## src/rtl/sram_arbiter.sv

```systemverilog
// Serialises CPU (port A) and secondary-master (port B) transactions onto one held SRAM
// controller command, with fixed A priority, a B starvation guard and a completion timeout.
module sram_arbiter #(
  parameter int AW           = 18,
  parameter int DW           = 16,
  parameter int STARVE_LIMIT = 4,
  parameter int TIMEOUT      = 63
) (
  input  logic          CLK0,
  input  logic          reset_n,
  input  logic          a_req,
  input  logic          a_we,
  input  logic [AW-1:0] a_addr,
  input  logic [DW-1:0] a_wdata,
  output logic [DW-1:0] a_rdata,
  output logic          a_ack,
  output logic          a_err,
  input  logic          b_req,
  input  logic          b_we,
  input  logic [AW-1:0] b_addr,
  input  logic [DW-1:0] b_wdata,
  output logic [DW-1:0] b_rdata,
  output logic          b_ack,
  output logic          b_err,
  output logic [AW-1:0] mem_addr,
  output logic [DW-1:0] mem_wdata,
  output logic          mem_rd,
  output logic          mem_wr,
  input  logic [DW-1:0] mem_rdata,
  input  logic          mem_ready,
  output logic          busy,
  output logic          grant_b
);

  typedef enum logic [1:0] {
    IDLE = 2'd0,
    BUSY = 2'd1,
    ACK  = 2'd2
  } state_t;

  localparam logic [3:0] STREAK_MAX = 4'(STARVE_LIMIT);
  // Counter value in the last BUSY cycle before the abort.
  localparam logic [7:0] TCNT_LAST  = 8'(TIMEOUT - 1);

  state_t        state, state_nxt;
  logic [3:0]    streak, streak_nxt;
  logic [7:0]    tcnt, tcnt_nxt;
  logic [AW-1:0] mem_addr_nxt;
  logic [DW-1:0] mem_wdata_nxt;
  logic          mem_rd_nxt, mem_wr_nxt;
  logic [DW-1:0] a_rdata_nxt, b_rdata_nxt;
  logic          a_ack_nxt, b_ack_nxt, a_err_nxt, b_err_nxt;
  logic          busy_nxt, grant_b_nxt;
  logic          pick_b;
  logic          win_we;

  function automatic logic [3:0] streak_inc(input logic [3:0] s);
    return (s >= STREAK_MAX) ? STREAK_MAX : s + 4'd1;
  endfunction

  always_ff @(posedge CLK0) begin
    if (!reset_n) begin
      state     <= IDLE;
      streak    <= '0;
      tcnt      <= '0;
      mem_addr  <= '0;
      mem_wdata <= '0;
      mem_rd    <= 1'b0;
      mem_wr    <= 1'b0;
      a_rdata   <= '0;
      b_rdata   <= '0;
      a_ack     <= 1'b0;
      b_ack     <= 1'b0;
      a_err     <= 1'b0;
      b_err     <= 1'b0;
      busy      <= 1'b0;
      grant_b   <= 1'b0;
    end else begin
      state     <= state_nxt;
      streak    <= streak_nxt;
      tcnt      <= tcnt_nxt;
      mem_addr  <= mem_addr_nxt;
      mem_wdata <= mem_wdata_nxt;
      mem_rd    <= mem_rd_nxt;
      mem_wr    <= mem_wr_nxt;
      a_rdata   <= a_rdata_nxt;
      b_rdata   <= b_rdata_nxt;
      a_ack     <= a_ack_nxt;
      b_ack     <= b_ack_nxt;
      a_err     <= a_err_nxt;
      b_err     <= b_err_nxt;
      busy      <= busy_nxt;
      grant_b   <= grant_b_nxt;
    end
  end

  always_comb begin
    state_nxt     = state;
    streak_nxt    = streak;
    tcnt_nxt      = tcnt;
    mem_addr_nxt  = mem_addr;
    mem_wdata_nxt = mem_wdata;
    mem_rd_nxt    = mem_rd;
    mem_wr_nxt    = mem_wr;
    a_rdata_nxt   = a_rdata;
    b_rdata_nxt   = b_rdata;
    a_ack_nxt     = 1'b0;
    b_ack_nxt     = 1'b0;
    a_err_nxt     = 1'b0;
    b_err_nxt     = 1'b0;
    grant_b_nxt   = grant_b;
    pick_b        = 1'b0;
    win_we        = 1'b0;

    case (state)
      IDLE: begin
        if (a_req || b_req) begin
          pick_b        = b_req && (!a_req || (streak == STREAK_MAX));
          win_we        = pick_b ? b_we : a_we;
          mem_addr_nxt  = pick_b ? b_addr : a_addr;
          mem_wdata_nxt = pick_b ? b_wdata : a_wdata;
          mem_rd_nxt    = ~win_we;
          mem_wr_nxt    = win_we;
          grant_b_nxt   = pick_b;
          tcnt_nxt      = '0;
          // Streak only grows while B is actually being passed over.
          if (pick_b || !b_req) streak_nxt = '0;
          else                  streak_nxt = streak_inc(streak);
          state_nxt     = BUSY;
        end
      end

      BUSY: begin
        tcnt_nxt = tcnt + 8'd1;
        if (mem_ready) begin
          mem_rd_nxt = 1'b0;
          mem_wr_nxt = 1'b0;
          if (mem_rd) begin
            if (grant_b) b_rdata_nxt = mem_rdata;
            else         a_rdata_nxt = mem_rdata;
          end
          a_ack_nxt = ~grant_b;
          b_ack_nxt = grant_b;
          state_nxt = ACK;
        end else if (tcnt == TCNT_LAST) begin
          mem_rd_nxt = 1'b0;
          mem_wr_nxt = 1'b0;
          a_ack_nxt  = ~grant_b;
          b_ack_nxt  = grant_b;
          a_err_nxt  = ~grant_b;
          b_err_nxt  = grant_b;
          state_nxt  = ACK;
        end
      end

      ACK: begin
        state_nxt = IDLE;
      end

      default: begin
        state_nxt = IDLE;
      end
    endcase

    busy_nxt = (state_nxt != IDLE);
  end

endmodule

```

## config.mk

```make
export PLATFORM = sky130hd
export DESIGN_NAME = sram_arbiter
export DESIGN_NICKNAME = d
export VERILOG_FILES = /design/src/rtl/sram_arbiter.sv
export SDC_FILE = /design/constraint.sdc
export NUM_CORES = 1
export LEC_CHECK = 0
export ABC_AREA = 1
export BUFFER_PORTS_ARGS = -buffer_cell sky130_fd_sc_hd__buf_2
export CAP_MARGIN = 20
export CORE_ASPECT_RATIO = 1.1
export CORE_MARGIN = 3
export CORE_UTILIZATION = 43
export CTS_CLUSTER_DIAMETER = 150
export CTS_CLUSTER_SIZE = 14
export DETAILED_ROUTE_END_ITERATION = 10
export GPL_ROUTABILITY_DRIVEN = 0
export PLACE_DENSITY = 0.76
export SLEW_MARGIN = 20
export SYNTH_ARGS = -nofsm -noshare
export SYNTH_HDL_FRONTEND = slang
export SYNTH_SLANG_ARGS = --single-unit
```

## constraint.sdc

```tcl
create_clock -name CLK0 -period 1.3 [get_ports CLK0]
set_clock_uncertainty 0.1 [all_clocks]
set_input_delay 0.26 -clock CLK0 [delete_from_list [all_inputs] [get_ports CLK0]]
set_output_delay 0.26 -clock CLK0 [all_outputs]
set_load 0.005 [all_outputs]
```

Yosys cells after proc, flatten, opt, wreduce, memory -nomap -nowiden
Index checks and enable logic that the tools add are counted.

operators by class
  add/sub/neg operators = 2
  order comparisons = 1
  equal/unequal tests = 5
  mux-type cells = 21
  bitwise logic cells = 4
  reduce and logical (&&, ||, !) cells = 16

operators by type and width
  cell                                                                   number
  18-bit two-way mux                                                     1
  16-bit two-way mux                                                     1
  8-bit case mux with 2 select lines                                     1
  1-bit two-way mux                                                      9
  8-bit by 1-bit adder with 8-bit output, second input constant          1
  8-bit by 6-bit == test with 1-bit output, second input constant        1
  4-bit two-way mux                                                      2
  8-bit two-way mux                                                      1
  4-bit AND reduction                                                    2
  2-bit two-way mux                                                      3
  2-bit AND reduction                                                    3
  4-bit by 1-bit adder with 4-bit output, second input constant          1
  4-bit by 3-bit == test with 1-bit output, second input constant        1
  4-bit by 3-bit >= comparator with 1-bit output, second input constant  1
  1-bit inverter                                                         4
  1-bit case mux with 2 select lines                                     2
  2-bit case mux with 2 select lines                                     1
  2-bit nonzero test                                                     2
  1-bit logical OR                                                       3
  3-bit != test, second input constant                                   1
  3-bit AND reduction                                                    1
  3-bit OR reduction                                                     1
  2-bit by 1-bit == test with 1-bit output, second input constant        1
  1-bit logical NOT                                                      2
  other kinds (3)                                                        3

word-level totals
  flip-flop bits (word level) = 88
  bits of input ports = 91
  output and inout bits = 74

Depth between registers and ports, before layout
  depth in word-level cells = 7
  mapped depth = 11
  mapped depth without buffers = 10

Worst setup path before layout
No wires, ideal clock.

  path type = flip-flop to flip-flop
  start = register streak[0]
  end = register mem_addr[0]
  library setup time = 0.109 ns
  data arrival time = 1.246 ns
  data required time = 1.091 ns
  setup slack = -0.155 ns
  cell stages (with the launch flop) = 12
  buffers on the path = 1
  clock period less this slack = 1.455 ns
  path through = dfxtp_1 > inv_1 > ha_1 > nand3_1 > nand2_1 > nand2_2 > inv_2 > buf_6 > nand2_1 > nand3_1 > nand2_1 > inv_1

between the ends
  word-level cells in the longest chain between the ends = 4

ends and longest elaborated chain
  element                                   line  source
  from (decl)                               46    logic [3:0] streak, streak_nxt;
  from (signal assigned)                    80    streak <= streak_nxt;
  4-bit by 3-bit == test with 1-bit output  118   pick_b = b_req && (!a_req || (streak == STREAK_MAX));
  1-bit logical OR                          118
  1-bit logical AND                         118
  18-bit two-way mux                        120   mem_addr_nxt = pick_b ? b_addr : a_addr;
  to (signal assigned)                      82    mem_addr <= mem_addr_nxt;
  to (decl)                                 25    output logic [AW-1:0] mem_addr,

Every way passes these cells.
A chain may end at the register's enable or synchronous reset.

Worst setup path in the final report
  start = register streak[0]
  end = register mem_addr[17]

Same word-level chain as after synthesis.

==> summary.txt <==
Status
  – Outcome: finished, violations left
  – Failing checks: negative setup slack

Routing
  – DR pass1 iterations: 4
  – Final WL: between 10000 and 15000 µm
  – DRT iter0 DRCs: roughly 140
  – Routed Antenna Nets: 0
  – DR DRC count: 0
  – DR vias: roughly 4300
  – Via/cell ratio: 4.884
  – Routed len/inst: around 13 µm

Critical path
  – Critical Path Most Common Cell: nand2_1
  – Critical path endpoint category: flip-flop
  – Largest fanout on the critical path: 12
  – Cell Chain, Critical Path: inv_2, ha_4, nand3_4, nand2_4, nand2_8, inv_8, clkbuf_16, nand2_1, nand3_1, nand2_1, inv_1
  – Crit path buffers/inverters: 4
  – Top delay family on crit path: simple AND/OR/NAND/NOR gates
  – Arrival @ worst endpoint: 1.60 ns
  – Critical Path RT: approximately 1.5 ns
  – Crit path max-delay cell type: dfxtp_2
  – Startpoint Class: flip-flop
  – Crit path largest cell delay: 0.34 ns
  – Critical setup path kind: flip-flop to flip-flop

Logic synthesis
  – Gate Count Post-Synth: roughly 560
  – Largest family of logic cells by synthesized area: simple AND/OR/NAND/NOR gates
  – Mux cell area share after synthesis: 0%
  – Syn avg cell area: around 6.8 µm²
  – Synth Area in Compound Gates: under 10%
  – Most area-hungry cell type in the Yosys netlist: dfxtp_1
  – Synth top area share: a little under half
  – Post-Synth XOR/XNOR Area: 0%
  – Ys Warns: 0
  – Sequential-to-total area share from yosys stat: between 40% and 50%
  – Post-synthesis net count: 656
  – Dominant cells by area after synthesis: dfxtp_1 (46%), nor2_1 (14%), nand2_1 (12%), nand3_1 (5.8%), inv_1 (5.4%)
  – FF+latch count, synth: between 80 and 90
  – Adder-cell share of the synthesized area: 1.313%
  – Synth unique cells: 26
  – Cell Area, Synth: around 0.0038 mm²
  – Post-Synth Simple-Gate Area: roughly a third

STA
  – Min Tclk post-route: around 1.4 ns
  – Final Setup Violations: 41
  – Highest Clock Rate: a little under 700 MHz
  – Final period util: 111.2%
  – Final Hold Vio Count: 0
  – RSZ-0062 raised after global routing: yes
  – Hold slack: approximately 0.08 ns
  – Setup ws final: -0.1460 ns
  – Worst Max-Slew Pin Slew: 0.4880 ns
  – Relative slew slack: 67.47%
  – Final Max Slew Viols: 0

Cells and area
  – Ratio of cells with drive above 1 in the final layout: a little over two fifths
  – ANT cells: 0
  – Area of the multi-input gates: just over 0.002 mm²
  – Fill cell count: 708
  – Nets: between 800 and 900
  – Storage element area: about 0.0018 mm²
  – Layout Cells excl Fill: ~870
  – Final Instance Area: 0.005837 mm²
  – Area growth, synth to finish: 53.15%

Power and ir drop
  – Power Density: about 1100 mW/mm²
  – Power Total: about 6.5 mW
  – Max VDD drop: roughly 0.6 mV
  – Static leakage: 3.021 nW

Clock tree
  – CTS tree: done
  – Cts hold-fix bufs: 0
  – CTS root buffer: clkbuf_8
  – H-tree levels: 3
  – CTS max path bufs: 2
  – Clk sinks: 88
  – Clock Latency Late Sink: approximately 0.34 ns
  – Clock Pin Slew Worst Setup and Hold Paths: 0.09 ns
  – CTS Buf Count: 9

Global routing
  – First-pass GRT wire length: about 17000 µm
  – Initial antenna violation count: 0
  – GRT Residual Overflow: 0
  – Largest net degree at the start of global routing: between 40 and 50
  – Total global-route track usage: 21.28%
  – Vias in the first global route: 3954

Floorplanning
  – Top Ports: between 150 and 200
  – Chip Height: around 100 µm
  – Placeable Area: between 0.008 and 0.009 mm²
  – Die area: between 0.01 and 0.015 mm²
  – Num rows: 35
  – Chip Width: 95.77 µm
  – Initial Util: roughly 45%

Place
  – DP HPWL: 7407 µm
  – Post-placement cell area: about 0.0049 mm²
  – Placed cells: around 840
  – Worst slack, placed: -0.1566 ns
  – IO buf count: 164

Min path
  – Worst Hold Class: input pin to flip-flop

Run
  – Max Cap Viol: 0
## final cells by class
type / count / area share [%]
clock buffer: 12 / 2.658
clock inverter: 4 / 0.9003
inverter: 59 / 4.159
multi-input combinational: 388 / 35.03
sequential: 88 / 30.38
tap: 111 / 2.379
timing repair buffer: 210 / 24.50
## flip-flops by register name, summed over array words and instances, names as in the netlist
| register | flops |
|---|---|
| a_ack | 1 |
| a_err | 1 |
| a_rdata | 16 |
| b_ack | 1 |
| b_err | 1 |
| b_rdata | 16 |
| busy | 1 |
| grant_b | 1 |
| mem_addr | 18 |
| mem_rd | 1 |
| mem_wdata | 16 |
| mem_wr | 1 |
| state | 2 |
| streak | 4 |
| tcnt | 8 |
## power by group
part	total, mW	switching, mW	internal (mW)
Sequential	2.97	0.0959	2.87
Clock	1.97	0.971	0.995
Combinational	1.55	0.805	0.747
## worst paths after layout
kind | startpoint | end | slack [ns] | cells after the start
worst max-delay path | streak[0] | mem_addr[17] | -0.15 | 11
worst min-delay path | mem_rdata[0] | b_rdata[0] | 0.08 | 3
worst min register to register | grant_b | a_ack | 0.37 | 1
worst max register to register | streak[0] | mem_addr[17] | -0.15 | 11
## layout by cell type (no fill, tap or decap), types with 5 or more instances in the layout
| cell | n |
|---|---|
| buf_2 | 162 |
| a21oi_1 | 6 |
| o21ai_0 | 5 |
| inv_1 | 47 |
| inv_2 | 7 |
| nor2_1 | 144 |
| dfxtp_1 | 79 |
| a21oi_2 | 7 |
| nand3_1 | 28 |
| buf_12 | 6 |
| buf_4 | 19 |
| o21ai_1 | 5 |
| dfxtp_2 | 9 |
| buf_6 | 15 |
| nand3_2 | 15 |
| clkbuf_8 | 11 |
| nand2_1 | 107 |
| nand2_4 | 6 |
| nand2_2 | 10 |
| o21ai_2 | 30 |
## per-stage QoR
step / util (%) / TNS, ns
after detailed placement: 58.09 / -3.265
after floorplan: - / -0.7510
final: 68.70 / -4.628
after CTS: 63.53 / -3.663
after global routing: 68.70 / -8.586
after global placement: 58.09 / -1.123
## worst reg2reg max path: stages (launching register included)
cell	delay, ns
dfxtp_2	0.34
inv_2	0.05
ha_4	0.16
nand3_4	0.06
nand2_4	0.07
nand2_8	0.13
inv_8	0.06
clkbuf_16	0.16
nand2_1	0.06
nand3_1	0.06
nand2_1	0.07
inv_1	0.04
## Yosys cell counts, drive strengths merged
library cell,instances
nor4,1
nand3b,1
o21ai,41
nand3,44
nand2,124
a31o,1
o21bai,1
nor3,3
nand4,2
buf,17
inv,59
a21oi,13
dfxtp,88
ha,4
nor2,150
clkbuf,9
o22ai,1
a22oi,1
o31ai,1
## cells by family (layout without fill, tap and decap cells)
kind of cell               after synthesis  in the layout
and+or+nand+nor                        325            325
DFF                                     88             88
buffers and inverters                   85            285
AOI/OAI and AO/OA                       59             59
adders and majority gates                4              4
## repair_timing
action / 4_1_cts / 5_1_grt
gates resized for setup: 28 / 136
setup endpoints to repair: 60 / 85
cloned: 4 / 3
endpoints found under the hold margin: 0 / 0
setup buffers: 5 / 5
pin swaps: 10 / 24
## metal layers
layer | track usage [%] | wire, µm | share of wire, %
met3 | 5.976 | 1031 | 8.9
met4 | 8.028 | 219 | 1.9
met1 | 24.95 | 4502 | 39
met5 | 0 | 0 | 0
met2 | 36.16 | 5822 | 50
No activity file was read; power rests on OpenSTA's default activity.
